--- config.mk ---
export PLATFORM = sky130hd
export DESIGN_NAME = pool_out_packer
export DESIGN_NICKNAME = d
export VERILOG_FILES = /design/src/rtl/pool_out_packer.sv
export SDC_FILE = /design/constraint.sdc
export NUM_CORES = 1
export LEC_CHECK = 0
export CAP_MARGIN = 15
export CORE_MARGIN = 3
export CORE_UTILIZATION = 58
export CTS_BUF_LIST = sky130_fd_sc_hd__clkbuf_8 sky130_fd_sc_hd__clkbuf_16
export DETAILED_ROUTE_END_ITERATION = 8
export DONT_BUFFER_PORTS = 1
export PLACE_DENSITY = 0.79
export SYNTH_ARGS = -nofsm -noshare
export SYNTH_HDL_FRONTEND = slang
export SYNTH_SLANG_ARGS = --single-unit
--- constraint.sdc ---
create_clock -name clk -period 6.8 [get_ports clk]
set_clock_uncertainty 0.1 [all_clocks]
set_input_delay 1.36 -clock clk [delete_from_list [all_inputs] [get_ports clk]]
set_output_delay 1.36 -clock clk [all_outputs]
set_load 0.02 [all_outputs]
--- src/rtl/pool_out_packer.sv ---
// pool_out_packer: packs sparse pooled vectors (N/K valid low lanes per beat) into full BRAM words.
// Optional feature macro POOL_PACK_ZERO_PAD_EN: clear the pack register after every write.
`default_nettype none

module pool_out_packer #(
    parameter int DWIDTH        = 8,
    parameter int MAT_MUL_SIZE  = 4,
    parameter int AWIDTH        = 10,
    parameter int MAX_BITS_POOL = 3
) (
    input  logic                            clk,
    input  logic                            resetn,
    input  logic                            start,
    input  logic [AWIDTH-1:0]               base_addr,
    input  logic                            enable_pool,
    input  logic [MAX_BITS_POOL-1:0]        kernel_size,
    input  logic [MAT_MUL_SIZE*DWIDTH-1:0]  in_data,
    input  logic                            in_data_available,
    input  logic                            done_pool,
    output logic [AWIDTH-1:0]               bram_addr,
    output logic [MAT_MUL_SIZE*DWIDTH-1:0]  bram_wdata,
    output logic                            bram_we,
    output logic                            busy,
    output logic                            done_pack,
    output logic                            cfg_err
);

    localparam int VW = MAT_MUL_SIZE * DWIDTH;

    typedef enum logic [1:0] {
        S_IDLE  = 2'd0,
        S_ACCUM = 2'd1,
        S_FLUSH = 2'd2,
        S_DONE  = 2'd3
    } state_t;

    state_t              state_q, state_d;
    logic [1:0]          klog_q, klog_d;
    logic [2:0]          fill_q, fill_d;
    logic [AWIDTH-1:0]   addr_q, addr_d;
    logic [VW-1:0]       pack_q, pack_d;
    logic [AWIDTH-1:0]   bram_addr_q, bram_addr_d;
    logic [VW-1:0]       bram_wdata_q, bram_wdata_d;
    logic                we_q, we_d;
    logic                busy_q, busy_d;
    logic                done_q, done_d;
    logic                cfg_err_q, cfg_err_d;
    int                  lpb;
    int                  lane_base;

    always_comb begin
        state_d      = state_q;
        klog_d       = klog_q;
        fill_d       = fill_q;
        addr_d       = addr_q;
        pack_d       = pack_q;
        bram_addr_d  = bram_addr_q;
        bram_wdata_d = bram_wdata_q;
        we_d         = 1'b0;
        cfg_err_d    = cfg_err_q;
        lpb          = MAT_MUL_SIZE >> klog_q;
        lane_base    = int'(fill_q) * lpb;

        case (state_q)
            S_IDLE, S_DONE: begin
                if (start) begin
                    state_d   = S_ACCUM;
                    addr_d    = base_addr;
                    fill_d    = 3'd0;
                    pack_d    = '0;
                    klog_d    = 2'd0;
                    cfg_err_d = 1'b0;
                    if (enable_pool) begin
                        if (kernel_size == MAX_BITS_POOL'(2))      klog_d = 2'd1;
                        else if (kernel_size == MAX_BITS_POOL'(4)) klog_d = 2'd2;
                        else if (kernel_size != MAX_BITS_POOL'(1)) cfg_err_d = 1'b1;
                    end
                end
            end
            S_ACCUM: begin
                if (in_data_available) begin
                    for (int j = 0; j < MAT_MUL_SIZE; j++) begin
                        if (j >= lane_base && j < lane_base + lpb)
                            pack_d[j*DWIDTH +: DWIDTH] = in_data[(j-lane_base)*DWIDTH +: DWIDTH];
                    end
                    fill_d = fill_q + 3'd1;
                    if (fill_d == (3'd1 << klog_q)) begin
                        we_d         = 1'b1;
                        bram_addr_d  = addr_q;
                        bram_wdata_d = pack_d;
                        addr_d       = addr_q + AWIDTH'(1);
                        fill_d       = 3'd0;
`ifdef POOL_PACK_ZERO_PAD_EN
                        pack_d       = '0;
`endif
                    end
                end else if (done_pool) begin
                    state_d = (fill_q != 3'd0) ? S_FLUSH : S_DONE;
                end
            end
            S_FLUSH: begin
                we_d         = 1'b1;
                bram_addr_d  = addr_q;
                bram_wdata_d = pack_q;
                addr_d       = addr_q + AWIDTH'(1);
                fill_d       = 3'd0;
`ifdef POOL_PACK_ZERO_PAD_EN
                pack_d       = '0;
`endif
                state_d      = S_DONE;
            end
            default: state_d = S_IDLE;
        endcase

        busy_d = (state_d == S_ACCUM) || (state_d == S_FLUSH);
        // done_pack waits one cycle behind a final flush write
        done_d = (state_d == S_DONE) && !we_d;
    end

    always_ff @(posedge clk or negedge resetn) begin
        if (!resetn) begin
            state_q      <= S_IDLE;
            klog_q       <= 2'd0;
            fill_q       <= 3'd0;
            addr_q       <= '0;
            pack_q       <= '0;
            bram_addr_q  <= '0;
            bram_wdata_q <= '0;
            we_q         <= 1'b0;
            busy_q       <= 1'b0;
            done_q       <= 1'b0;
            cfg_err_q    <= 1'b0;
        end else begin
            state_q      <= state_d;
            klog_q       <= klog_d;
            fill_q       <= fill_d;
            addr_q       <= addr_d;
            pack_q       <= pack_d;
            bram_addr_q  <= bram_addr_d;
            bram_wdata_q <= bram_wdata_d;
            we_q         <= we_d;
            busy_q       <= busy_d;
            done_q       <= done_d;
            cfg_err_q    <= cfg_err_d;
        end
    end

    assign bram_addr  = bram_addr_q;
    assign bram_wdata = bram_wdata_q;
    assign bram_we    = we_q;
    assign busy       = busy_q;
    assign done_pack  = done_q;
    assign cfg_err    = cfg_err_q;

endmodule

`default_nettype wire
==> impl_metrics.env <==
export IMPL_antenna_found_initial=0
export IMPL_hold_ws_ns=0.400
export IMPL_syn_avg_cell_area_um2=10.5
export IMPL_area_growth_pct=3.98
export IMPL_core_um2=9820
export IMPL_cts_tree="done"
export IMPL_yosysSeqAreaShare_pct=40.2
export IMPL_period_minus_slack_ns=4.57
export IMPL_rsz0062_at_grt="no"
export IMPL_startpoint_type="flop"
export IMPL_cts_htree_levels=3
export IMPL_synth_enable_flop_cells=0
export IMPL_drive_gt1_share_pct=13.4
export IMPL_drc=0
export IMPL_hold_depth=1
export IMPL_yosys_warnings=0
export IMPL_synth_fp_nets=641
export IMPL_hold_violations=0
export IMPL_setup_viol=0
export IMPL_outcome="finished clean"
export IMPL_routedWlPerCell_um=20.1
export IMPL_track_usage_pct=24.6
export IMPL_ys_ff_latch=95
export IMPL_synth_async_reset_ratio_pct=100
export IMPL_cp_data_required_time_ns=7.00
export IMPL_cts_root_buf="clkbuf_8"
export IMPL_antenna_left=0
export IMPL_power_leakage_nw=2.66
export IMPL_hp_class="flop to flop"
export IMPL_chipHeight_um=107
export IMPL_initial_core_util_pct=60.2
export IMPL_via_per_inst=6.60
export IMPL_r2r_setup_slack_ns=2.23
export IMPL_hold_end="pack_q[23]"
export IMPL_period_share_pct=67.2
export IMPL_drt_total_wl_um=13800
export IMPL_maxCapViolations=0
export IMPL_cts_hold_repair_buffers=0
export IMPL_peakVddDrop_mv=0.477
export IMPL_worstHoldStart="pack_q[23]"
export IMPL_powerDensity_nw_per_um2=529
export IMPL_placed_area_um2=5960
export IMPL_gr_total_overflow=0
export IMPL_final_nets=624
export IMPL_numCtsBuffers=9
export IMPL_yosysUniqueCellTypes=66
export IMPL_port_buffers=0
export IMPL_timing_rr_start="klog_q[0]"
export IMPL_diodes=0
export IMPL_firstDrtPassIters=7
export IMPL_drv_slew=0
export IMPL_clk_pin_slew_ns=0.10
export IMPL_tightest_slew_ns=1.05
export IMPL_die_w_um=107
export IMPL_synthFlopType="dfrtp_1"
export IMPL_cts_setup_buffers=0
export IMPL_syn_instance_count=564
export IMPL_ios=97
export IMPL_dieArea_um2=11400
export IMPL_cts_path_max_buffers=2
export IMPL_slew_headroom_pct=29.7
export IMPL_grt_first_pass_wirelength_um=22700
export IMPL_cts_sinks=95
export IMPL_hpwl_um=9930
export IMPL_cts_resized_gates=0
export IMPL_r2r_cells=12
export IMPL_fin_setup_tns_ns=0
export IMPL_crit_path_end_kind="flop"
export IMPL_arrival_ns=4.77
export IMPL_syn_area_um2=5910
export IMPL_final_cell_area_um2=6150
export IMPL_first_global_vias=4599
export IMPL_drt_iter0_drc=319
export IMPL_rows=36
export IMPL_grt_max_degree=96
export IMPL_crit_fanout=12
export IMPL_reg2reg_to="bram_wdata[2]"
export IMPL_routabilityCongestion=0.901
export IMPL_worstSkewPairLatency_ns=0.37
export IMPL_fmax_mhz=219
export IMPL_worst_setup_path_type="flop to flop"
export IMPL_total_power_w=0.00325
export IMPL_dr_total_vias=4519
==> flip-flops by register name (all words and copies together) (netlist names), 2 cells and up <==
signal      flops
state_q         2
addr_q         10
bram_addr      10
bram_wdata     32
fill_q          3
pack_q         32
klog_q          2
==> area by class of cell <==
cell class,count,area (µm²)
inverters,24,95.1
well taps,133,166
multi-input cells,416,3310
fillers,837,3670
clock buffers,9,124
clock inverters,7,63.8
repair buffers,1,7.51
flip-flops and latches,95,2380
==> cells in the mapped netlist (6+ instances only) <==
cell type	count	share of area, %
nor2_1	39	2.5
and3_1	9	0.95
o22ai_1	8	0.85
mux2i_1	40	6.8
a221oi_1	6	0.89
a21oi_1	17	1.4
a22o_1	10	1.5
o21a_1	9	1.1
o31ai_1	7	0.89
ha_1	24	5.1
o21ai_0	21	1.8
a31oi_1	11	1.2
a211o_1	7	1.0
and2_1	13	1.4
clkbuf_1	13	0.83
o211ai_1	8	1.0
nand2_1	45	2.9
mux4_2	11	4.2
buf_2	10	0.85
inv_1	20	1.3
o2bb2ai_1	22	3.3
mux2_2	17	3.2
nand3_1	18	1.5
a22oi_1	6	0.76
a21oi_2	8	1.2
dfrtp_1	95	40
==> metrics by stage <==
stage	instances	setup WS [ns]	util [%]
floorplan	564	2.84	-
global placement	669	2.47	60.7
detailed placement	669	2.31	60.7
CTS	685	2.27	62.6
global route	685	1.85	62.6
finish	685	2.23	62.6
==> per-layer routing <==
layer,GRT usage [%],wire [µm],vias to the layer above
met5,0,0,-
met4,8.13,306,0
met3,5.96,1200,25
met2,39.9,6640,200
met1,32.5,5610,2241
li1,-,-,2053
==> cells by family after synthesis <==
logic type | after synthesis | share of synthesized area, %
muxes | 70 | 14.9
xor gates and xnor gates | 8 | 1.19
DFF | 95 | 40.2
AOI/OAI and AO/OA | 149 | 19.0
buffers and inverters | 53 | 4.06
and+or+nand+nor | 163 | 14.9
adders and majority gates | 26 | 5.76
==> worst max-delay path, cell delays in order (launching register included) <==
cell	delay, ns
dfrtp_1	0.51
nor2b_1	0.40
and2_1	0.19
ha_1	0.23
ha_1	0.28
ha_1	0.27
fa_1	0.68
inv_1	0.18
nor2_1	0.69
a221oi_1	0.19
a211o_1	0.35
or2_2	0.29
a31oi_1	0.15
==> layout by cell type, fill, tap and decap left out, types with 4 or more instances in the layout <==
| cell type | Yosys | routed |
|---|---|---|
| dfrtp_1 | 95 | 95 |
| nand2_1 | 45 | 45 |
| mux2i_1 | 40 | 40 |
| nor2_1 | 39 | 39 |
| ha_1 | 24 | 24 |
| o2bb2ai_1 | 22 | 22 |
| o21ai_0 | 21 | 21 |
| inv_1 | 20 | 20 |
| nand3_1 | 18 | 18 |
| a21oi_1 | 17 | 17 |
| mux2_2 | 17 | 17 |
| and2_1 | 13 | 13 |
| mux4_2 | 11 | 11 |
| a31oi_1 | 11 | 10 |
| a22o_1 | 10 | 10 |
| o21a_1 | 9 | 9 |
| and3_1 | 9 | 9 |
| clkbuf_8 | 0 | 9 |
| o22ai_1 | 8 | 8 |
| o211ai_1 | 8 | 8 |
| a21oi_2 | 8 | 8 |
| a211o_1 | 7 | 7 |
| o31ai_1 | 7 | 7 |
| a22oi_1 | 6 | 6 |
| a221oi_1 | 6 | 6 |
| nor2b_1 | 5 | 5 |
| xnor2_1 | 5 | 5 |
| nor3_1 | 4 | 4 |
| or2_2 | 4 | 4 |
==> power by group <==
part	internal, W	total [W]	switching, W
combinational	0.000696	0.00168	0.000983
sequential	0.000844	0.00121	0.000369
clock	0.000141	0.000361	0.000220
==> how the worst max path moves through the flow <==
stage                endpoint  slack (ns)  cells after the start  startpoint
2_1_floorplan  bram_wdata[10]        2.84                     14   klog_q[1]
3_3_place_gp    bram_wdata[0]        2.47                     12   klog_q[1]
3_5_place_dp    bram_wdata[2]        2.31                     12   klog_q[1]
4_1_cts         bram_wdata[2]        2.27                     12   klog_q[1]
5_1_grt         bram_wdata[1]        1.85                     12   klog_q[0]
6_report        bram_wdata[2]        2.23                     12   klog_q[0]
(Power assumes the default switching activity.)
